$ cat src/rtl/sdi_pkg.sv
// Shared SDI constants and types: TRS preamble words, XY bit positions, TRS FSM states.
package sdi_pkg;

  localparam logic [7:0] TRS_ONES = 8'hFF;
  localparam logic [7:0] TRS_ZERO = 8'h00;

  // Position of the F/V/H flags inside the 8-bit XY word
  localparam int XY_F = 6;
  localparam int XY_V = 5;
  localparam int XY_H = 4;

  typedef enum logic [1:0] {
    SEEK    = 2'd0,
    GOT_FF  = 2'd1,
    GOT_00A = 2'd2,
    GOT_00B = 2'd3
  } trs_state_t;

endpackage

$ cat src/rtl/trs_xy_check.sv
// Combinational BT.656 XY word decode: extracts F/V/H and checks the protection bits.
module trs_xy_check
  import sdi_pkg::*;
(
  input  logic [7:0] xy,
  output logic       valid,
  output logic       f,
  output logic       v,
  output logic       h
);

  // Flags come straight from the word; protection bits must match their XOR terms
  always_comb begin
    f     = xy[XY_F];
    v     = xy[XY_V];
    h     = xy[XY_H];
    valid = xy[7]
          & (xy[3] == (v ^ h))
          & (xy[2] == (f ^ h))
          & (xy[1] == (f ^ v))
          & (xy[0] == (f ^ v ^ h));
  end

endmodule

$ cat src/rtl/sdi_trs_decoder.sv
// BT.656 TRS decoder: finds FF 00 00 XY, produces sync/field strobes, delays video by 4 words
// so sync edges align with the first TRS word out, and tracks lock via EAV/SAV alternation
// plus a TRS-gap watchdog.
module sdi_trs_decoder
  import sdi_pkg::*;
#(
  parameter int DATA_W     = 8,
  parameter int LOCK_COUNT = 4,
  parameter int MAX_GAP    = 4096,
  parameter bit SYNC_POL   = 1'b1
) (
  input  logic              pix_clk,
  input  logic              rst,
  input  logic [DATA_W-1:0] data_i,
  output logic [DATA_W-1:0] data_o,
  output logic              de_o,
  output logic              hsync_o,
  output logic              vsync_o,
  output logic              field_o,
  output logic              eav_o,
  output logic              sav_o,
  output logic              trs_err_o,
  output logic              locked_o
);

  localparam int GAP_W = $clog2(MAX_GAP + 1);
  localparam int CNT_W = $clog2(LOCK_COUNT + 1);

  trs_state_t                 state;
  logic [3:0][DATA_W-1:0]     dly;
  logic                       f_r, v_r, h_r;
  logic [2:0]                 blank_cnt;
  logic [CNT_W-1:0]           good_cnt, cnt_nxt;
  logic [GAP_W-1:0]           gap_cnt;
  logic                       locked_r, lock_nxt;
  logic                       eav_r, sav_r, err_r;

  logic xy_valid, xy_f, xy_v, xy_h;
  logic is_ones, is_zero, good, bad, gap_hit;

  // XY sits in the top 8 bits so wider (10-bit) streams decode the same way
  trs_xy_check u_xy (
    .xy    (data_i[DATA_W-1 -: 8]),
    .valid (xy_valid),
    .f     (xy_f),
    .v     (xy_v),
    .h     (xy_h)
  );

  assign is_ones = &data_i;
  assign is_zero = ~|data_i;
  assign good    = (state == GOT_00B) &  xy_valid;
  assign bad     = (state == GOT_00B) & ~xy_valid;
  // Fires once, on the clock the gap counter steps onto MAX_GAP
  assign gap_hit = ~good & (gap_cnt == GAP_W'(MAX_GAP - 1));

  // Next lock count / lock state: alternating H counts up, repeated H restarts at 1
  always_comb begin
    cnt_nxt  = good_cnt;
    lock_nxt = locked_r;
    if (good) begin
      if (xy_h != h_r)
        cnt_nxt = (good_cnt == CNT_W'(LOCK_COUNT)) ? good_cnt : good_cnt + 1'b1;
      else
        cnt_nxt = CNT_W'(1);
      if (cnt_nxt >= CNT_W'(LOCK_COUNT))
        lock_nxt = 1'b1;
    end else if (bad || gap_hit) begin
      cnt_nxt  = '0;
      lock_nxt = 1'b0;
    end
  end

  // TRS preamble search; an all-ones word always restarts the match
  always_ff @(posedge pix_clk) begin
    if (rst) begin
      state <= SEEK;
    end else if (is_ones) begin
      state <= GOT_FF;
    end else begin
      case (state)
        GOT_FF:  state <= is_zero ? GOT_00A : SEEK;
        GOT_00A: state <= is_zero ? GOT_00B : SEEK;
        default: state <= SEEK;
      endcase
    end
  end

  // 4-word video delay so data_o shows the FF preamble when the TRS decode lands
  always_ff @(posedge pix_clk) begin
    if (rst) dly <= '0;
    else     dly <= {dly[2:0], data_i};
  end

  // Sync flags, strobes, blanking/lock/gap counters
  always_ff @(posedge pix_clk) begin
    if (rst) begin
      f_r       <= 1'b0;
      v_r       <= 1'b0;
      h_r       <= 1'b0;
      blank_cnt <= '0;
      good_cnt  <= '0;
      gap_cnt   <= '0;
      locked_r  <= 1'b0;
      eav_r     <= 1'b0;
      sav_r     <= 1'b0;
      err_r     <= 1'b0;
    end else begin
      eav_r    <= good &  xy_h;
      sav_r    <= good & ~xy_h;
      err_r    <= bad;
      good_cnt <= cnt_nxt;
      locked_r <= lock_nxt;
      if (good) begin
        f_r       <= xy_f;
        v_r       <= xy_v;
        h_r       <= xy_h;
        blank_cnt <= 3'd4;
        gap_cnt   <= '0;
      end else begin
        if (blank_cnt != 3'd0)                 blank_cnt <= blank_cnt - 3'd1;
        if (gap_cnt != GAP_W'(MAX_GAP))        gap_cnt   <= gap_cnt + 1'b1;
      end
    end
  end

  assign data_o    = dly[3];
  assign de_o      = locked_r & ~h_r & ~v_r & (blank_cnt == 3'd0);
  assign hsync_o   = SYNC_POL ? h_r : ~h_r;
  assign vsync_o   = SYNC_POL ? v_r : ~v_r;
  assign field_o   = f_r;
  assign eav_o     = eav_r;
  assign sav_o     = sav_r;
  assign trs_err_o = err_r;
  assign locked_o  = locked_r;

endmodule
$ cat config.mk
export PLATFORM = sky130hd
export DESIGN_NAME = sdi_trs_decoder
export DESIGN_NICKNAME = d
export VERILOG_FILES = /design/src/rtl/sdi_pkg.sv /design/src/rtl/trs_xy_check.sv /design/src/rtl/sdi_trs_decoder.sv
export SDC_FILE = /design/constraint.sdc
export NUM_CORES = 1
export LEC_CHECK = 0
export BUFFER_PORTS_ARGS = -buffer_cell sky130_fd_sc_hd__buf_2
export CAP_MARGIN = 10
export CORE_UTILIZATION = 57
export DETAILED_ROUTE_END_ITERATION = 7
export HOLD_SLACK_MARGIN = 0.03
export PLACE_DENSITY = 0.75
export SLEW_MARGIN = 20
export SYNTH_ARGS = -nofsm -noshare
export SYNTH_HDL_FRONTEND = slang
export SYNTH_SLANG_ARGS = --single-unit
$ cat constraint.sdc
create_clock -name pix_clk -period 2.5 [get_ports pix_clk]
set_clock_uncertainty 0.15 [all_clocks]
set_input_delay 0.5 -clock pix_clk [delete_from_list [all_inputs] [get_ports pix_clk]]
set_output_delay 0.5 -clock pix_clk [all_outputs]
set_load 0.05 [all_outputs]
==> metrics.yaml, run 1 <==
die_area_mm2: 0.00449
cp_max_fo: 6
wire_per_inst_um: 11.4
final_antenna_net_count: 0
hold_buffers: 0
async_reset_ff_share_pct: 0
grt_pass1_wl_um: 6180
die_h_um: 67.0
drc_errors: 0
cts_tree: "built"
peakVddDrop_mv: 0.460
crit_type: "flop to output port"
start_kind: "flop"
arrival_ns: 1.58
cts_root_buf: "clkbuf_8"
worstHoldPathType: "primary input to flop"
first_global_vias: 1402
cts_setup_buffers: 0
ys_warn_count: 0
cts_resized: 0
start_util_pct: 59.8
path_clk_slew_ns: 0.07
worst_slack_ns: 0.270
fillers: 333
numCtsBuffers: 9
vias_per_cell: 5.01
cts.sinks: 60
synthTopCellsByCount: "60 x dfxtp_1, 32 x nor2b_1, 22 x nor2_1, 14 x inv_1, 12 x ha_1"
slew_viol_final: 0
gp_congestion: 0.805
endpoint_kind: "output port"
nets: 290
required_ns: 1.85
p_per_area_mw_per_mm2: 781
antenna_found_initial: 0
cpMostUsedCell: "ha_1"
grt_max_degree: 33
track_usage_pct: 19.1
dpl.hpwl_um: 2510
synth_ff_type: "dfxtp_1"
r2r_setup_slack_ns: 0.73
syn_nets: 266
place_ws_ns: 0.213
crit_chain: "inv_1, ha_1, ha_1, nand2_1, nor3_2, buf_2"
yosysMostFrequentCell: "dfxtp_1"
finalNonFillerCells: 323
synth_edf_count: 0
tns_ns: 0
fmax_mhz: 449
rsz0062_at_grt: "no"
hold_viol: 0
clock_latency_ns: 0.33
drt_iter0_drc: 87
slowest_stage: "dfxtp_1"
ys_seq_elements: 60
dp.cells: 307
max_slew_margin_pct: 69.5
drtPass1Iterations: 4
synth_top_area_share_pct: 49.8
regArea_mm2: 0.00120
portBuffers: 25
status: "finished, final reports clean"
ys_seq_area_share_pct: 49.8
syn_avg_cell_area_um2: 9.88
route.vias.total: 1618
period_needed_ns: 2.23
drive_gt1_share_pct: 21.6
setup_viol: 0
ios: 26
period_share_pct: 89.2
worstMarginPinSlew_ns: 0.454
place_area_mm2: 0.00252
multi_input_area_mm2: 0.00104
hold_slack_ns: 0.264
p_leak_nw: 1.14
syn_area_mm2: 0.00241
die_width_um: 67.0
grt_overflow: 0
fin_area_mm2: 0.00276
htree_levels: 3
area_growth_pct: 14.3
synthCells: 244
antennaDiodeCount: 0
placeableCoreArea_mm2: 0.00403
cts_max_path_buffers: 2
yosysTopAreaCell: "dfxtp_1"
critPathMaxStageDelay_ns: 0.32
cap_violations: 0
routed_wl_um: 3690
synth_top_cells_by_area: "dfxtp_1 50%, nor2b_1 8.3%, ha_1 6.2%"
rows: 23
yosysUniqueCellTypes: 36
## flip-flops by register name (all words and copies together) (netlist names)
name and count:
trs_err_o 1, blank_cnt 3, sav_o 1, field_o 1, state 2, vsync_o 1, good_cnt 3, locked_o 1
dly 24, eav_o 1, data_o 8, hsync_o 1, gap_cnt 13
## per-layer routing
| metal | up-vias | global-route usage [%] | share of wire (%) | wire length, um |
|---|---|---|---|---|
| met2 | 48 | 27.8 | 45 | 1680 |
| met5 | - | 0 | 0 | 0 |
| met3 | 7 | 7.71 | 4.7 | 174 |
| met1 | 733 | 23.7 | 48 | 1780 |
| li1 | 830 | - | - | - |
| met4 | 0 | 10.9 | 1.8 | 67 |
## report_power, final
part,total [mW],leakage (nW),internal (mW),switching [mW]
sequential,1.00,0.489,0.988,0.0125
clock,0.987,0.112,0.617,0.370
combinational,0.166,0.537,0.0686,0.0979
total,2.15,1.14,1.67,0.481
## worst paths after layout
check                    start           to  cells after the start
setup / recovery  blank_cnt[0]         de_o                      6
hold reg to reg        dly[15]      dly[23]                      1
hold / removal       data_i[7]    trs_err_o                      2
setup reg to reg    gap_cnt[0]  good_cnt[1]                      6
## layout make-up
| class | count | area share (%) |
|---|---|---|
| inverter | 14 | 1.91 |
| timing repair buffer | 28 | 5.81 |
| tap | 50 | 2.27 |
| sequential | 60 | 43.6 |
| clock buffer | 11 | 5.49 |
| multi-input combinational | 155 | 37.9 |
| clock inverter | 5 | 3.04 |
## cells by family (layout without fill, tap and decap cells)
kind of cell	count (synthesis)	count (layout)	synth area share (%)
DFF	60	60	49.8
and+or+nand+nor	105	105	23.8
AOI/OAI and AO/OA	17	17	4.67
xor gates and xnor gates	17	17	6.75
adders and majority gates	12	12	6.23
muxes	4	4	1.71
buffers and inverters	29	58	7.06
## through the flow
step	power (mW)	util, %
final	2.15	68.4
after global routing	2.25	68.4
after CTS	2.18	68.4
after detailed placement	1.19	62.6
after global placement	1.18	62.6
after floorplan	1.16	-
## cells in the final DEF, fill, tap and decap left out, types with 2 or more instances in the layout
cell / n
a211oi_1: 2
nand2_1: 10
bufinv_16: 2
buf_2: 25
nor2_1: 22
nand3_1: 11
xnor2_1: 6
nor4_1: 3
clkbuf_8: 11
inv_1: 14
xor2_1: 10
a21oi_1: 6
o21ai_0: 5
clkinvlp_4: 2
and3_1: 2
nor2b_1: 32
nor2_2: 10
dfxtp_1: 60
nor4b_1: 2
ha_1: 12
nor3_1: 2
buf_4: 2
nand4_1: 3
mux2i_1: 3
## critical path, delay by kind of cell (launching register included)
family | cells | cell delay (ns)
buf+inv | 2 | 0.32
simple gates | 2 | 0.18
fa+ha+maj | 2 | 0.42
flops | 1 | 0.32
No activity file was read; power rests on OpenSTA's default activity.
==> inputs of run 2 (changes only) <==
--- a/config.mk
+++ b/config.mk
@@ -5,13 +5,14 @@
 export SDC_FILE = /design/constraint.sdc
 export NUM_CORES = 1
 export LEC_CHECK = 0
-export BUFFER_PORTS_ARGS = -buffer_cell sky130_fd_sc_hd__buf_2
 export CAP_MARGIN = 10
-export CORE_UTILIZATION = 57
+export CORE_UTILIZATION = 60
 export DETAILED_ROUTE_END_ITERATION = 7
+export DONT_BUFFER_PORTS = 1
 export HOLD_SLACK_MARGIN = 0.03
-export PLACE_DENSITY = 0.75
+export PLACE_DENSITY = 0.73
 export SLEW_MARGIN = 20
 export SYNTH_ARGS = -nofsm -noshare
 export SYNTH_HDL_FRONTEND = slang
+export SYNTH_HIERARCHICAL = 1
 export SYNTH_SLANG_ARGS = --single-unit
==> metrics.yaml, run 2 <==
htree_levels: 3
drt-met1-wl_um: 1690
top_register: "dly"
synthTopCellsByCount: "60 x dfxtp_1, 34 x nor2b_1, 22 x nor2_1, 13 x inv_1, 11 x buf_4"
ios: 26
hold_buffers: 0
pwr-share-clk_pct: 46.0
rsz0062_at_grt: "no"
async_reset_ff_share_pct: 0
rows: 22
synth_top_area_share_pct: 49.3
crit_type: "flop to output port"
wire_per_inst_um: 12.7
synth_top_cells_by_area: "dfxtp_1 49%, nor2b_1 8.7%, ha_1 5.1%"
fin_area_mm2: 0.00267
synthCells: 248
cts_resized: 0
cp_max_fo: 5
cts_tree: "built"
antennaDiodeCount: 0
p_per_area_mw_per_mm2: 803
ys_seq_area_share_pct: 49.3
numCtsBuffers: 9
place_area_mm2: 0.00243
hold_viol: 0
arrival_ns: 1.57
gp_congestion: 0.791
nets: 266
vias_per_cell: 5.22
p_leak_nw: 1.04
yosysMostFrequentCell: "dfxtp_1"
drive_gt1_share_pct: 12.0
ys_warn_count: 6
drt_iter0_drc: 43
critPathMaxStageDelay_ns: 0.32
syn_avg_cell_area_um2: 9.83
synth_edf_count: 0
pwr-share-comb_pct: 6.5
die_width_um: 65.7
worst-path-buf-inv: 2
slowest_stage: "dfxtp_1"
mostFrequentLayoutCells: "60 x dfxtp_1, 34 x nor2b_1, 22 x nor2_1, 13 x inv_1, 11 x clkbuf_8"
start_kind: "flop"
grt_pass1_wl_um: 6510
drc_errors: 0
largest_reg_flops: 24
path_clk_slew_ns: 0.06
antenna_found_initial: 0
p_int_mw: 1.68
cts_max_path_buffers: 2
endpoint_kind: "output port"
yosysUniqueCellTypes: 43
start_util_pct: 64.6
crit_chain: "inv_1, ha_1, ha_1, nand2_1, nor3_2, buf_4"
cts.sinks: 60
routed_wl_um: 3810
worstHoldPathType: "primary input to flop"
switchingPower_uw: 460
drtPass1Iterations: 4
area_growth_pct: 9.34
fmax_mhz: 451
cts_setup_buffers: 0
period_needed_ns: 2.22
syn_nets: 268
power_frac_seq_pct: 47.5
layout_commonest_cell: "dfxtp_1"
clock_latency_ns: 0.33
route.vias.total: 1562
power_mw: 2.14
final_antenna_net_count: 0
syn_area_mm2: 0.00244
highest_layer: "met4"
status: "finished, final reports clean"
synth_ff_type: "dfxtp_1"
dpl.hpwl_um: 2550
crit_family: "adder cells"
track_usage_pct: 20.7
slew_viol_final: 0
switching_share_pct: 21.5
grt_max_degree: 48
placeableCoreArea_mm2: 0.00377
wl_met2_um: 1880
hold_slack_ns: 0.0902
first_global_vias: 1494
cts_root_buf: "clkbuf_8"
required_ns: 1.85
die_area_mm2: 0.00432
portBuffers: 0
peakVddDrop_mv: 0.393
worstMarginPinSlew_ns: 0.513
tns_ns: 0
grt_overflow: 0
setup_viol: 0
die_h_um: 65.7
met3_length_um: 211
max_slew_margin_pct: 65.7
period_share_pct: 88.6
cap_violations: 0
ys_seq_elements: 60
yosysTopAreaCell: "dfxtp_1"
cpMostUsedCell: "ha_1"
[run 2: layout make-up]
| type | count | area (um2) |
|---|---|---|
| clock buffer | 11 | 151 |
| multi-input combinational | 156 | 1070 |
| clock inverter | 5 | 83.8 |
| sequential | 60 | 1200 |
| tap | 48 | 60.1 |
| fill | 287 | 1110 |
| inverter | 13 | 48.8 |
| timing repair buffer | 6 | 45.0 |
[run 2: final timing paths]
check               start         to  slack, ns  cells past startpoint
max          blank_cnt[0]       de_o       0.28                      6
min                   rst  trs_err_o       0.09                      1
max reg2reg    gap_cnt[0]   locked_o       0.75                      5
min reg2reg       dly[22]  data_o[6]       0.29                      1
[run 2: per-layer routing]
| metal | vias up | global-route usage [%] |
|---|---|---|
| li1 | 810 | - |
| met1 | 711 | 22.4 |
| met2 | 37 | 34.8 |
| met3 | 4 | 9.90 |
| met4 | 0 | 7.34 |
| met5 | - | 0 |
[run 2: worst reg2reg max path, cell delays in order (launching register included)]
cell and delay [ns]:
dfxtp_1 0.41, ha_1 0.26, nand4_4 0.17, nor4_4 0.38, nor2b_1 0.20, o2bb2ai_1 0.07
[run 2: metrics by stage]
stage / util [%] / setup slack (ns) / cells
5_1_grt: 70.7 / 0.126 / 299
4_1_cts: 70.7 / 0.257 / 299
3_5_place_dp: 64.4 / 0.113 / 283
6_report: 70.7 / 0.284 / 299
2_1_floorplan: - / 0.187 / 248
3_3_place_gp: 64.4 / 0.281 / 283
[run 2: power by group through the flow]
| stage | Sequential, mW | Combinational, mW | Clock (mW) |
|---|---|---|---|
| 4_1_cts | 1.02 | 0.140 | 1.01 |
| 3_3_place_gp | 1.04 | 0.133 | 0 |
| 5_1_grt | 1.02 | 0.163 | 1.05 |
| 3_5_place_dp | 1.04 | 0.139 | 0 |
| 2_1_floorplan | 1.03 | 0.147 | 0 |
| 6_report | 1.02 | 0.140 | 0.985 |
[run 2: kinds of logic after synthesis]
| family | synth area share (%) |
|---|---|
| compound gates | 5.80 |
| mux | 1.28 |
| simple gates | 24.8 |
| fa+ha+maj | 5.13 |
| buf+inv | 6.83 |
| flops | 49.3 |
| xor+xnor | 6.83 |
==> inputs of run 3 (changes only) <==
--- a/config.mk
+++ b/config.mk
@@ -6,6 +6,7 @@
 export NUM_CORES = 1
 export LEC_CHECK = 0
 export CAP_MARGIN = 10
+export CORE_ASPECT_RATIO = 0.8
 export CORE_UTILIZATION = 60
 export DETAILED_ROUTE_END_ITERATION = 7
 export DONT_BUFFER_PORTS = 1
@@ -14,5 +15,4 @@
 export SLEW_MARGIN = 20
 export SYNTH_ARGS = -nofsm -noshare
 export SYNTH_HDL_FRONTEND = slang
-export SYNTH_HIERARCHICAL = 1
 export SYNTH_SLANG_ARGS = --single-unit
==> metrics.yaml, run 3 (synthesis gave the netlist of run 1 again) <==
clock_latency_ns: 0.33
cp_max_fo: 6
crit_type: "flop to output port"
top_register: "dly"
die_width_um: 72.9
fmax_mhz: 453
die_h_um: 58.7
placeableCoreArea_mm2: 0.00383
grt_max_degree: 42
largest_reg_flops: 24
first_global_vias: 1400
p_leak_nw: 1.01
grt_overflow: 0
track_usage_pct: 20.2
portBuffers: 0
route.vias.total: 1516
critPathMaxStageDelay_ns: 0.33
ios: 26
numCtsBuffers: 9
start_kind: "flop"
vias_per_cell: 4.95
slowest_stage: "dfxtp_1"
cts_resized: 0
htree_levels: 3
slew_viol_final: 0
p_int_mw: 1.51
crit_chain: "inv_1, ha_1, ha_1, nand2_1, nor3_2, buf_4"
final_antenna_net_count: 0
cts_root_buf: "clkbuf_8"
hold_buffers: 0
p_per_area_mw_per_mm2: 763
pwr-share-clk_pct: 42.9
arrival_ns: 1.56
wire_per_inst_um: 11.7
cts_setup_buffers: 0
grt_pass1_wl_um: 6210
required_ns: 1.85
antenna_found_initial: 0
drive_gt1_share_pct: 14.7
drt_iter0_drc: 38
hold_viol: 0
start_util_pct: 63.0
peakVddDrop_mv: 0.479
pwr-share-comb_pct: 6.5
tns_ns: 0
gp_congestion: 0.846
period_share_pct: 88.2
worstHoldPathType: "primary input to flop"
rows: 20
rsz0062_at_grt: "no"
layout_commonest_cell: "dfxtp_1"
cts.sinks: 60
endpoint_kind: "output port"
die_area_mm2: 0.00428
routed_wl_um: 3570
status: "finished, final reports clean"
antennaDiodeCount: 0
mostFrequentLayoutCells: "60 x dfxtp_1, 32 x nor2b_1, 22 x nor2_1, 14 x inv_1, 12 x ha_1"
power_frac_seq_pct: 50.6
cts_tree: "built"
nets: 268
drc_errors: 0
drtPass1Iterations: 6
power_mw: 1.99
max_slew_margin_pct: 66.0
cts_max_path_buffers: 2
path_clk_slew_ns: 0.07
dpl.hpwl_um: 2340
switching_share_pct: 24.2
cap_violations: 0
period_needed_ns: 2.21
switchingPower_uw: 483
area_growth_pct: 8.36
fin_util_pct: 68.2
cpMostUsedCell: "ha_1"
worstMarginPinSlew_ns: 0.509
setup_viol: 0
## run 3: final timing paths
kind | start | to | slack [ns] | cells after the start
worst min-delay path | rst | field_o | 0.08 | 1
worst max register to register | gap_cnt[0] | good_cnt[1] | 0.69 | 6
worst max-delay path | blank_cnt[0] | de_o | 0.29 | 6
worst min register to register | dly[17] | data_o[1] | 0.28 | 1
## run 3: area by class of cell
cell class | count | area (um2)
inverters | 14 | 52.6
fillers | 314 | 1220
repair buffers | 6 | 45.0
multi-input cells | 155 | 1040
flip-flops and latches | 60 | 1200
clock inverters | 7 | 76.3
well taps | 55 | 68.8
clock buffers | 9 | 124
## run 3: critical path, delay by kind of cell, from the launching register on
family,cells,cell delay [ns]
buf+inv,2,0.28
simple gates,2,0.20
fa+ha+maj,2,0.42
flops,1,0.33
## run 3: stage by stage
| step | instances | area, um2 | setup WS, ns | hold WS (ns) |
|---|---|---|---|---|
| CTS | 306 | 2610 | 0.258 | 0.0615 |
| finish | 306 | 2610 | 0.294 | 0.0768 |
| detailed placement | 290 | 2410 | 0.472 | 0.272 |
| floorplan | 244 | 2420 | 0.293 | 0.264 |
| global route | 306 | 2610 | 0.108 | 0.0552 |
| global placement | 290 | 2410 | 0.467 | 0.266 |
## run 3: layer usage
layer	share of wire [%]	wire length [um]	global-route usage, %
met2	42	1490	29.8
met1	50	1770	24.2
met3	7.3	261	12.3
met4	1.3	48	7.56
met5	0	0	0
## run 3: power by group through the flow
stage / registers (mW) / clock network [mW] / logic [mW]
2_1_floorplan: 1.02 / 0 / 0.137
3_3_place_gp: 1.03 / 0 / 0.126
3_5_place_dp: 1.03 / 0 / 0.130
4_1_cts: 1.01 / 0.882 / 0.130
5_1_grt: 1.01 / 0.918 / 0.154
6_report: 1.01 / 0.856 / 0.129
